==> src/rtl/dmem_arbiter.sv <==
// -----------------------------------------------------------------------------
// dmem_arbiter
//   Two-port arbiter and sequencer in front of the single-port DataMemory of
//   the unicycle core. It serialises requests from the core load/store path
//   (port 0) and the loader/debug path (port 1). For each request it drives the
//   memory command for MEM_LAT cycles and returns read data with a one-cycle ack.
//
//   Optional feature macro: DMEM_ARB_RR_EN
//     defined   -> ties are broken round-robin using a last_grant register
//     undefined -> port 0 always wins ties, and no last_grant register is built
//
// Ports
//   clock, rst                     rising-edge clock, async active-high reset
//   pN_req/pN_we/pN_addr/pN_wdata  request side of port N (N = 0, 1)
//   pN_gnt                         port N owns the memory (ACCESS and RESP)
//   pN_ack                         one-cycle completion pulse for port N
//   pN_rdata                       last read data of port N, held until the next read
//   mem_we/mem_re/mem_addr/
//   mem_wdata                      command to DataMemory
//   mem_rdata                      read data from DataMemory
// -----------------------------------------------------------------------------
module dmem_arbiter #(
  parameter int ADDR_W  = 32,
  parameter int DATA_W  = 32,
  parameter int MEM_LAT = 1
) (
  input  logic              clock,
  input  logic              rst,
  input  logic              p0_req,
  input  logic              p0_we,
  input  logic [ADDR_W-1:0] p0_addr,
  input  logic [DATA_W-1:0] p0_wdata,
  output logic              p0_gnt,
  output logic              p0_ack,
  output logic [DATA_W-1:0] p0_rdata,
  input  logic              p1_req,
  input  logic              p1_we,
  input  logic [ADDR_W-1:0] p1_addr,
  input  logic [DATA_W-1:0] p1_wdata,
  output logic              p1_gnt,
  output logic              p1_ack,
  output logic [DATA_W-1:0] p1_rdata,
  output logic              mem_we,
  output logic              mem_re,
  output logic [ADDR_W-1:0] mem_addr,
  output logic [DATA_W-1:0] mem_wdata,
  input  logic [DATA_W-1:0] mem_rdata
);

  typedef enum logic [1:0] {
    ST_IDLE   = 2'd0,
    ST_ACCESS = 2'd1,
    ST_RESP   = 2'd2
  } state_t;

  localparam logic [3:0] CNT_LOAD = 4'(MEM_LAT - 1);

  state_t            state_q,     state_d;
  logic              owner_q,     owner_d;
  logic [3:0]        cnt_q,       cnt_d;
  logic              cmd_we_q,    cmd_we_d;
  logic [DATA_W-1:0] p0_rdata_q,  p0_rdata_d;
  logic [DATA_W-1:0] p1_rdata_q,  p1_rdata_d;
  logic              p0_gnt_q,    p0_gnt_d;
  logic              p1_gnt_q,    p1_gnt_d;
  logic              p0_ack_q,    p0_ack_d;
  logic              p1_ack_q,    p1_ack_d;
  logic              mem_we_q,    mem_we_d;
  logic              mem_re_q,    mem_re_d;
  logic [ADDR_W-1:0] mem_addr_q,  mem_addr_d;
  logic [DATA_W-1:0] mem_wdata_q, mem_wdata_d;
  logic              win_s;       // 0 = port 0 wins, 1 = port 1 wins
  logic              win_we_s;

`ifdef DMEM_ARB_RR_EN
  logic              last_grant_q, last_grant_d;

  // Winner selection: on a tie the port that was not served last wins.
  always_comb begin
    win_s = 1'b0;
    if (p0_req && p1_req) begin
      win_s = ~last_grant_q;
    end else begin
      win_s = ~p0_req;
    end
  end

  // last_grant register; reset to 1 so port 0 wins the first tie.
  always_ff @(posedge clock or posedge rst) begin
    if (rst) begin
      last_grant_q <= 1'b1;
    end else begin
      last_grant_q <= last_grant_d;
    end
  end
`else
  // Winner selection: fixed priority, port 0 wins whenever it requests.
  always_comb begin
    win_s = ~p0_req;
  end
`endif

  assign win_we_s = win_s ? p1_we : p0_we;

  // Next-state and next-output logic. The outputs are registered, so each
  // output is computed for the state being entered.
  always_comb begin
    state_d     = state_q;
    owner_d     = owner_q;
    cnt_d       = cnt_q;
    cmd_we_d    = cmd_we_q;
    p0_rdata_d  = p0_rdata_q;
    p1_rdata_d  = p1_rdata_q;
    p0_gnt_d    = 1'b0;
    p1_gnt_d    = 1'b0;
    p0_ack_d    = 1'b0;
    p1_ack_d    = 1'b0;
    mem_we_d    = 1'b0;
    mem_re_d    = 1'b0;
    mem_addr_d  = mem_addr_q;
    mem_wdata_d = mem_wdata_q;
`ifdef DMEM_ARB_RR_EN
    last_grant_d = last_grant_q;
`endif
    case (state_q)
      ST_IDLE: begin
        if (p0_req || p1_req) begin
          state_d     = ST_ACCESS;
          owner_d     = win_s;
          cnt_d       = CNT_LOAD;
          cmd_we_d    = win_we_s;
          mem_addr_d  = win_s ? p1_addr  : p0_addr;
          mem_wdata_d = win_s ? p1_wdata : p0_wdata;
          // The write strobe is raised only for the first ACCESS cycle.
          mem_we_d    = win_we_s;
          mem_re_d    = ~win_we_s;
          p0_gnt_d    = ~win_s;
          p1_gnt_d    = win_s;
        end else begin
          mem_addr_d  = '0;
          mem_wdata_d = '0;
        end
      end
      ST_ACCESS: begin
        p0_gnt_d = ~owner_q;
        p1_gnt_d = owner_q;
        if (cnt_q == 4'd0) begin
          // Last ACCESS cycle: mem_rdata is valid now.
          if (!cmd_we_q) begin
            if (owner_q) begin
              p1_rdata_d = mem_rdata;
            end else begin
              p0_rdata_d = mem_rdata;
            end
          end else begin
            p0_rdata_d = p0_rdata_q;
          end
          state_d     = ST_RESP;
          p0_ack_d    = ~owner_q;
          p1_ack_d    = owner_q;
          mem_addr_d  = '0;
          mem_wdata_d = '0;
        end else begin
          cnt_d    = cnt_q - 4'd1;
          mem_re_d = ~cmd_we_q;
        end
      end
      ST_RESP: begin
        state_d     = ST_IDLE;
        mem_addr_d  = '0;
        mem_wdata_d = '0;
`ifdef DMEM_ARB_RR_EN
        last_grant_d = owner_q;
`endif
      end
      default: begin
        state_d     = ST_IDLE;
        mem_addr_d  = '0;
        mem_wdata_d = '0;
      end
    endcase
  end

  // State, command and output registers.
  always_ff @(posedge clock or posedge rst) begin
    if (rst) begin
      state_q     <= ST_IDLE;
      owner_q     <= 1'b0;
      cnt_q       <= 4'd0;
      cmd_we_q    <= 1'b0;
      p0_rdata_q  <= '0;
      p1_rdata_q  <= '0;
      p0_gnt_q    <= 1'b0;
      p1_gnt_q    <= 1'b0;
      p0_ack_q    <= 1'b0;
      p1_ack_q    <= 1'b0;
      mem_we_q    <= 1'b0;
      mem_re_q    <= 1'b0;
      mem_addr_q  <= '0;
      mem_wdata_q <= '0;
    end else begin
      state_q     <= state_d;
      owner_q     <= owner_d;
      cnt_q       <= cnt_d;
      cmd_we_q    <= cmd_we_d;
      p0_rdata_q  <= p0_rdata_d;
      p1_rdata_q  <= p1_rdata_d;
      p0_gnt_q    <= p0_gnt_d;
      p1_gnt_q    <= p1_gnt_d;
      p0_ack_q    <= p0_ack_d;
      p1_ack_q    <= p1_ack_d;
      mem_we_q    <= mem_we_d;
      mem_re_q    <= mem_re_d;
      mem_addr_q  <= mem_addr_d;
      mem_wdata_q <= mem_wdata_d;
    end
  end

  assign p0_gnt    = p0_gnt_q;
  assign p1_gnt    = p1_gnt_q;
  assign p0_ack    = p0_ack_q;
  assign p1_ack    = p1_ack_q;
  assign p0_rdata  = p0_rdata_q;
  assign p1_rdata  = p1_rdata_q;
  assign mem_we    = mem_we_q;
  assign mem_re    = mem_re_q;
  assign mem_addr  = mem_addr_q;
  assign mem_wdata = mem_wdata_q;

endmodule

==> config.mk <==
export PLATFORM = sky130hd
export DESIGN_NAME = dmem_arbiter
export DESIGN_NICKNAME = d
export VERILOG_FILES = /design/src/rtl/dmem_arbiter.sv
export SDC_FILE = /design/constraint.sdc
export NUM_CORES = 1
export LEC_CHECK = 0
export BUFFER_PORTS_ARGS = -buffer_cell sky130_fd_sc_hd__buf_2
export CAP_MARGIN = 25
export CORE_MARGIN = 8
export CORE_UTILIZATION = 49
export DETAILED_ROUTE_END_ITERATION = 6
export PLACE_DENSITY = 0.95
export SLEW_MARGIN = 20
export SYNTH_ARGS = -nofsm -noshare
export SYNTH_HDL_FRONTEND = slang
export SYNTH_SLANG_ARGS = --single-unit
==> constraint.sdc <==
create_clock -name clock -period 9.9 [get_ports clock]
set_input_delay 1.98 -clock clock [delete_from_list [all_inputs] [get_ports clock]]
set_output_delay 1.98 -clock clock [all_outputs]
set_load 0.005 [all_outputs]
==> qor.yml, run 1 <==
outcome:
  status: "completed"
detailed_routing:
  drtIter0Drc: 437
  drc: 0
  ant_nets: 0
  firstDrtPassIters: 4
  vias: 4782
  wl_per_cell_um: 21.5
  viasPerCell: 5.53
  drt_wl_total_um: 18600
run:
  max-cap-violations: 0
sta:
  maxSlewViolCount: 0
  hold_violations: 0
  clock_skew_ns: 0.0126
  fmax_mhz: 314
  grt_setup_unrepaired: "no"
  setup_viol: 0
  holdWs_ns: 0.482
  tns_ns: 0
  fin_crit_sh_pct: 32.1
  slew_headroom_pct: 36.9
  period_needed_ns: 3.18
  worst_slew_pin_slew_ns: 0.947
  fin_ws_ns: 6.72
yosys:
  synth_ff_type: "dfrtp_1"
  netlist_instances: 407
  postSynth.asyncResetShare_pct: 100
  synth_top_area_share_pct: 61.7
  synth_cell_type_count: 37
  synth.cell_area_mm2: 0.00576
  synth_area_leader_cell: "dfrtp_1"
  ys_seq_elements: 142
  ys_seq_area_share_pct: 61.7
  synth-edff-count: 0
  yosysWarnings: 0
  avgSynthCellArea_um2: 14.2
  synthTopCellsByArea: "dfrtp_1 62%, mux2_2 12%, a221o_1 7.3%"
  synth_nets: 575
worst_setup_path:
  cp.arrival_ns: 3.52
  worstSetupPathType: "input pin to flop"
  crit_path_end_kind: "flop"
  start_kind: "input pin"
  cp.required_ns: 10.24
  worst-path-max-fanout: 50
  reg2reg_depth: 6
grt:
  grt.overflow.total: 0
  grt_pass1_vias: 5347
  busiest_layer: "met2"
  antenna_found_initial: 6
  grt_pass1_wl_um: 29100
  grt_start_max_net_pins: 81
  grt_use_met2_pct: 38.9
  met1_usage_pct: 25.8
  grt_usage_pct: 23.6
  grt.met3_usage_pct: 10.0
cts:
  postCtsHoldBufs: 0
  cts.sinks: 142
  insertion_delay_ns: 0.41
  cts_inserted_buffers: 17
  path_clk_slew_ns: 0.06
  htree_levels: 4
  root_buffer: "clkbuf_16"
  post-cts-setup-buffer-count: 0
  cts_tree: "done"
  cts_resized: 0
  clockBufferDepth: 2
floorplan:
  rows: 39
  core_mm2: 0.0115
  die-area_mm2: 0.0155
  dieHeight_um: 124
  io-pin-count: 300
  die_w_um: 124
  start_util_pct: 50.2
power_and_ir_drop:
  p_switching_uw: 682
  internal_power_uw: 1580
  seq_power_share_pct: 41.1
  swShare_pct: 30.1
  power_density_mw_per_mm2: 282
  power_frac_clock_pct: 29.0
  p_leak_uw: 0.00414
  combPwrFrac_pct: 29.9
  ir_drop_mv: 0.216
placement:
  dp_hpwl_um: 14100
  place_congestion: 0.877
  numPortBuffers: 299
  place_ws_ns: 6.30
worst_hold_path:
  hold_depth: 1
  hold_path.class: "flop to flop"
layout:
  nFillCells: 769
  drive_above_1_share_pct: 58.5
  final_common_cell: "buf_2"
  most-common-layout-cells: "299 x buf_2, 142 x dfrtp_1, 59 x mux2_2, 42 x and2_1, 42 x a221o_1"
  nNetsFinal: 871
  syn_to_final_growth_pct: 39.2
## power groups by stage
stage | clock network [µW] | registers (µW) | logic, µW
finish | 656 | 930 | 678
detailed placement | 0 | 932 | 692
CTS | 665 | 930 | 691
global route | 694 | 955 | 739
global placement | 0 | 921 | 658
floorplan | 0 | 939 | 317
## flip-flops by register name, summed over array words and instances (netlist names)
| signal | flops |
|---|---|
| owner_q | 1 |
| mem_we | 1 |
| mem_re | 1 |
| mem_addr | 32 |
| cmd_we_q | 1 |
| p1_rdata | 32 |
| p1_gnt | 1 |
| p0_gnt | 1 |
| state_q | 2 |
| mem_wdata | 32 |
| p0_rdata | 32 |
| p0_ack | 1 |
| p1_ack | 1 |
| cnt_q | 4 |
## per-layer routing
metal / vias to the layer above / routed length, µm
met4: 0 / 422
met1: 2362 / 7030
met5: - / 0
met3: 30 / 1690
met2: 255 / 9420
li1: 2135 / -
## per-stage QoR
step | utilization [%] | std cells | instance area (µm²) | power (µW)
after floorplan | - | 407 | 5760 | 1260
after global placement | 64.3 | 826 | 7380 | 1580
after CTS | 69.7 | 858 | 7990 | 2290
after global routing | 69.9 | 865 | 8020 | 2390
after detailed placement | 64.3 | 826 | 7380 | 1620
final | 69.9 | 865 | 8020 | 2260
## worst paths after layout
kind | to | slack, ns | from
hold / removal | mem_addr[3]$_DFFE_PP0P_ | 0.48 | mem_addr[3]$_DFFE_PP0P_
setup / recovery | mem_wdata[19]$_DFFE_PP0P_ | 6.72 | p0_req
setup reg to reg | mem_wdata[19]$_DFFE_PP0P_ | 7.83 | cnt_q[0]$_DFFE_PP0P_
max in group asynchronous | mem_wdata[13]$_DFFE_PP0P_ | 7.15 | rst
hold reg to reg | mem_addr[3]$_DFFE_PP0P_ | 0.48 | mem_addr[3]$_DFFE_PP0P_
min in group asynchronous | p0_rdata[28]$_DFFE_PP0P_ | 1.64 | rst
## cells in the mapped netlist, drive strengths merged (2+ instances only)
library cell / n
o21ai: 2
dfrtp: 142
nor2b: 3
and2: 51
nand4b: 2
mux2: 65
nor4b: 2
buf: 10
clkbuf: 18
o2bb2ai: 14
a221o: 50
nor2: 8
mux2i: 2
o22ai: 2
a21o: 2
inv: 5
ha: 2
a22oi: 14
o221ai: 2
## critical path, stage by stage
cell	delay [ns]
buf_2	0.36
and2_2	0.87
a221o_2	0.30
## layout make-up
type / instances / area (µm²) / share of cell area, %
Clock inverter: 12 / 159 / 1.98
Antenna cell: 6 / 15.0 / 0.187
Sequential cell: 142 / 3550 / 44.3
Tap cell: 143 / 179 / 2.23
Inverter: 5 / 23.8 / 0.296
Timing Repair Buffer: 305 / 1550 / 19.3
Clock buffer: 20 / 457 / 5.70
Multi-Input combinational cell: 232 / 2090 / 26.0
## cell families after synthesis
kind of cell | synth area share [%]
compound gates | 14.3
fa+ha+maj | 0.434
buf+inv | 2.32
flops | 61.7
mux | 13.1
simple gates | 8.19
Power figures use the tool's default switching activity.
==> run 2, diff against run 1 <==
CORE_UTILIZATION = 45   (was 49)
PLACE_DENSITY = 0.9   (was 0.95)
clock period = 3.1 ns   (was 9.9 ns; I/O delays follow)
==> qor.yml, run 2 (synthesized netlist as in run 1, its figures left out) <==
outcome:
  status: "completed"
sta:
  fmax_mhz: 493
  clock_skew_ns: 0.00939  # -0.00324 ns
  grt_setup_unrepaired: "no"
  fin_crit_sh_pct: 65.5
  slew_headroom_pct: 35.2  # -1.7 points
  setup_viol: 0  # unchanged
  tns_ns: 0  # unchanged
  period_needed_ns: 2.03
  hold_violations: 0  # unchanged
  holdWs_ns: 0.162  # -0.321 ns
  maxSlewViolCount: 0  # unchanged
  worst_slew_pin_slew_ns: 0.972  # +0.0252 ns
worst_hold_path:
  hold_path.class: "input pin to async pin"
grt:
  grt_usage_pct: 20.6  # -3.0 points
  grt_start_max_net_pins: 65  # -20%
  grt.overflow.total: 0  # unchanged
  antenna_found_initial: 3  # -3
  grt_pass1_vias: 5004  # -6.4%
  grt_pass1_wl_um: 26400  # -9.2%
floorplan:
  start_util_pct: 45.8  # -4.4 points
  io-pin-count: 300  # unchanged
  die_w_um: 129  # +3.8%
  dieHeight_um: 129  # +3.8%
  rows: 41  # +5.1%
  die-area_mm2: 0.0167  # +7.7%
  core_mm2: 0.0126  # +9.6%
power_and_ir_drop:
  p_leak_uw: 0.00415  # +0.33%
  p_total_uw: 7170  # +220%
  swShare_pct: 30.1  # about the same
  ir_drop_mv: 0.346  # +60%
  power_density_mw_per_mm2: 888  # +210%
  p_switching_uw: 2160  # +220%
  power_frac_clock_pct: 29.0  # about the same
  internal_power_uw: 5010  # +220%
  combPwrFrac_pct: 30.0  # about the same
  seq_power_share_pct: 41.0  # about the same
cts:
  insertion_delay_ns: 0.41  # about the same
  cts_tree: "done"
  htree_levels: 4  # unchanged
  path_clk_slew_ns: 0.06  # about the same
  cts.sinks: 142  # unchanged
  clockBufferDepth: 2  # unchanged
  postCtsHoldBufs: 0  # unchanged
  cts_inserted_buffers: 17  # unchanged
  post-cts-setup-buffer-count: 0  # unchanged
  root_buffer: "clkbuf_16"
  cts_resized: 0  # unchanged
worst_setup_path:
  slowest_delay_ns: 0.45  # -0.42 ns
  crit_path_end_kind: "flop"
  path_cells: "inv_1 -> ha_1 -> nor3b_4 -> nor2_4 -> buf_4 -> a221o_1"
  cp.arrival_ns: 2.31  # -1.21 ns
  cp.required_ns: 3.38  # -6.86 ns
  path_delay_family: "compound AO/OA/AOI/OAI gates"
  worst-path-max-fanout: 64  # +28%
  worst-path-buf-inv: 2  # +1
  start_kind: "flop"
  critical-path-slowest-cell: "a221o_1"
  worstSetupPathType: "flop to flop"
detailed_routing:
  drtIter0Drc: 203  # -54%
  viasPerCell: 5.23  # -5.3%
  wl_per_cell_um: 19.6  # -8.7%
  drt_wl_total_um: 17400  # -6.1%
  ant_nets: 0  # unchanged
  firstDrtPassIters: 4  # unchanged
  drc: 0  # unchanged
  vias: 4657  # -2.6%
layout:
  final_common_cell: "buf_2"
  drive_above_1_share_pct: 58.8  # +0.25 points
  finish.utilization_pct: 64.3  # -5.7 points
  nNetsFinal: 873  # +0.23%
  most-common-layout-cells: "299 x buf_2, 142 x dfrtp_1, 59 x mux2_2, 42 x and2_1, 42 x a221o_1"
  post-route-cell-area_mm2: 0.00808  # +0.72%
  antenna_cells: 0  # -6
  syn_to_final_growth_pct: 40.2
placement:
  place_congestion: 0.823  # -6.1%
  dpl_cell_area_mm2: 0.00746  # +1.1%
  numPortBuffers: 299  # unchanged
  dp_hpwl_um: 13500  # -3.8%
run:
  max-cap-violations: 0  # unchanged
## run 2: final timing paths
path	from	end	slack, ns	cells after the start
min	rst	p1_rdata[19]$_DFFE_PP0P_	0.16	2
max	cnt_q[0]$_DFFE_PP0P_	mem_addr[31]$_DFFE_PP0P_	1.07	6
min in group clock	p0_wdata[24]	mem_wdata[24]$_DFFE_PP0P_	0.44	2
min reg2reg	mem_addr[19]$_DFFE_PP0P_	mem_addr[19]$_DFFE_PP0P_	0.48	1
max reg2reg	cnt_q[0]$_DFFE_PP0P_	mem_addr[31]$_DFFE_PP0P_	1.07	6
max in group asynchronous	rst	mem_addr[31]$_DFFE_PP0P_	2.22	3
## run 2: final cells by class
class | count | area (µm²)
Clock inverter | 12 | 150
Clock buffer | 20 | 467
Multi-Input combinational cell | 232 | 2090
Timing Repair Buffer | 307 | 1580
Inverter | 5 | 22.5
Sequential cell | 142 | 3550
Tap cell | 172 | 215
Fill cell | 972 | 4490
## run 2: stage by stage
stage	instances	setup WS [ns]
final	890	1.07
after global routing	890	0.926
after CTS	890	1.06
after detailed placement	858	0.825
after global placement	858	0.905
after floorplan	407	0.703
## run 2: power groups by stage
stage          Clock [µW]  Sequential, µW  Combinational [µW]
2_1_floorplan           0            3000                1010
5_1_grt              2210            3040                2350
4_1_cts              2120            2940                2200
6_report             2080            2940                2150
3_3_place_gp            0            2920                2130
3_5_place_dp            0            2950                2200
## run 2: metal layers
metal / global-route usage, % / wire length, µm
met1: 23.3 / 6770
met2: 35.0 / 8520
met3: 7.85 / 1790
met4: 6.84 / 310
met5: 0 / 41
## run 2: worst register-to-register path: stages, from the launching register on
cell	delay [ns]
dfrtp_1	0.41
inv_1	0.09
ha_1	0.19
nor3b_4	0.36
nor2_4	0.04
buf_4	0.32
a221o_1	0.50
==> run 3, diff against run 2 <==
CORE_UTILIZATION = 41   (was 45)
PLACE_DENSITY = 0.87   (was 0.9)
clock period = 1.7 ns   (was 3.1 ns; I/O delays follow)
==> qor.yml, run 3 (synthesized netlist as in run 1, its figures left out) <==
sta:
  grt_setup_unrepaired: "yes"
  hold_violations: 0  # unchanged
  maxSlewViolCount: 0  # unchanged
  worst_slew_pin_slew_ns: 0.896  # -0.0755 ns
  clock_skew_ns: 0.00970  # +0.000302 ns
  fmax_mhz: 558  # +13%
  holdWs_ns: 0.0312  # -0.130 ns
  setup_viol: 64  # +64
  slew_headroom_pct: 40.1  # +4.9 points
  period_needed_ns: 1.79  # -0.237 ns
  fin_ws_ns: -0.0920  # -1.16 ns
  fin_crit_sh_pct: 105  # +40 points
power_and_ir_drop:
  power_density_mw_per_mm2: 1600  # +80%
  p_total_uw: 13700  # +91%
  ir_drop_mv: 0.691  # +100%
  p_leak_uw: 0.00441  # +6.4%
placement:
  dp_hpwl_um: 13100  # -3.0%
  dpl_cell_area_mm2: 0.00767  # +2.9%
  numPortBuffers: 299  # unchanged
  placed_cells: 881  # +2.7%
  place_congestion: 0.818  # -0.62%
grt:
  grt.overflow.total: 0  # unchanged
  grt_pass1_vias: 5244  # +4.8%
  grt_start_max_net_pins: 93  # +43%
  grt_usage_pct: 19.7  # -0.84 points
  antenna_found_initial: 0  # -3
  grt_pass1_wl_um: 28000  # +6.2%
worst_hold_path:
  hold_path.class: "input pin to async pin"
cts:
  insertion_delay_ns: 0.41  # about the same
  postCtsHoldBufs: 0  # unchanged
  clockBufferDepth: 2  # unchanged
  path_clk_slew_ns: 0.06  # about the same
  cts_inserted_buffers: 17  # unchanged
  cts_tree: "done"
  htree_levels: 4  # unchanged
  root_buffer: "clkbuf_16"
  cts.sinks: 142  # unchanged
worst_setup_path:
  start_kind: "flop"
  r2r_start: "cnt_q[0]$_DFFE_PP0P_"
  path_cells: "inv_2 -> ha_4 -> nor3b_4 -> buf_6 -> buf_6 -> nand3_4 -> clkbuf_16 -> mux2_2"
  reg2reg_to: "p0_rdata[3]$_DFFE_PP0P_"
  worstSetupPathType: "flop to flop"
  crit_path_frequent_cell: "buf_6"
  slowest_delay_ns: 0.38  # -0.07 ns
  crit_start: "cnt_q[0]$_DFFE_PP0P_"
  crit_end: "p0_rdata[3]$_DFFE_PP0P_"
  worst-path-max-fanout: 8  # -88%
  cp.required_ns: 1.98  # -1.40 ns
  critical-path-slowest-cell: "dfrtp_1"
  reg2reg_depth: 8  # +2
  crit_path_end_kind: "flop"
  cp.arrival_ns: 2.08  # -0.23 ns
  regToRegSetupSlack_ns: -0.09  # -1.16 ns
floorplan:
  core_mm2: 0.0138  # +10%
  rows: 43  # +4.9%
  die-area_mm2: 0.0181  # +8.5%
  start_util_pct: 41.7  # -4.2 points
  io-pin-count: 300  # unchanged
  dieHeight_um: 135  # +4.2%
  die_w_um: 135  # +4.2%
outcome:
  status: "finished with violations"
  failed_checks: "setup timing"
detailed_routing:
  wl_per_cell_um: 20.0  # +1.9%
  drc: 0  # unchanged
  drt_wl_total_um: 18600  # +6.6%
  firstDrtPassIters: 4  # unchanged
  viasPerCell: 5.13  # -1.9%
  drtIter0Drc: 204  # +0.49%
  ant_nets: 0  # unchanged
  vias: 4780  # +2.6%
layout:
  nNetsFinal: 906  # +3.8%
  post-route-cell-area_mm2: 0.00857  # +6.1%
  syn_to_final_growth_pct: 48.7
  drive_above_1_share_pct: 61.9  # +3.1 points
  antenna_cells: 0  # unchanged
  regArea_mm2: 0.00355  # unchanged
  nFillCells: 1075  # +11%
  fin_cells: 931  # +4.6%
  multi_input_area_mm2: 0.00215  # +3.1%
  most-common-layout-cells: "299 x buf_2, 142 x dfrtp_1, 59 x mux2_2, 42 x and2_1, 42 x a221o_1"
  final_common_cell: "buf_2"
run:
  max-cap-violations: 0  # unchanged
-- run 3: how the worst min path moves through the flow --
stage,to,depth (start not counted),start
floorplan,p0_rdata[0]$_DFFE_PP0P_,1,mem_rdata[0]
global placement,mem_addr[0]$_DFFE_PP0P_,3,rst
detailed placement,mem_wdata[24]$_DFFE_PP0P_,3,rst
CTS,p0_rdata[11]$_DFFE_PP0P_,3,rst
global route,p0_rdata[11]$_DFFE_PP0P_,3,rst
finish,p0_rdata[25]$_DFFE_PP0P_,3,rst
-- run 3: area by class of cell --
class                      count  area share [%]
clock buffer                  20            5.33
clock inverter                12            1.84
inverter                       5           0.263
multi-input combinational    233            25.1
sequential                   142            41.5
tap                          180            2.63
timing repair buffer         339            23.4
-- run 3: through the flow --
step | util [%] | TNS (ns) | setup slack [ns]
2_1_floorplan | - | -64.59 | -0.417
3_3_place_gp | 55.3 | -25.10 | -0.478
3_5_place_dp | 55.5 | -14.28 | -0.269
4_1_cts | 61.0 | -2.27 | -0.0750
5_1_grt | 62.0 | -7.77 | -0.148
6_report | 62.0 | -3.76 | -0.0920
-- run 3: timing repair --
action / 4_1_cts / 5_1_grt
setup endpoints to repair: 103 / 119
gates resized for setup: 8 / 6
pin swaps: 1 / 1
setup buffers: 8 / 3
cloned: 3 / 4
-- run 3: worst max-delay path: cells and delay by family (launching register included) --
family | cells | cell delay (ns)
fa+ha+maj | 1 | 0.13
buf+inv | 4 | 0.55
flops | 1 | 0.38
mux | 1 | 0.28
simple gates | 2 | 0.34
-- run 3: power by group --
part,leakage (µW),internal (µW),switching (µW)
combinational,0.00234,2500,1980
sequential,0.00178,4680,731
clock,0.000293,2390,1410
-- run 3: metal layers --
| layer | up-vias | global-route usage, % | share of wire (%) |
|---|---|---|---|
| li1 | 2197 | - | - |
| met1 | 2318 | 22.3 | 39 |
| met2 | 242 | 33.9 | 50 |
| met3 | 23 | 7.02 | 8.6 |
| met4 | 0 | 6.61 | 1.9 |
| met5 | - | 0 | 0 |
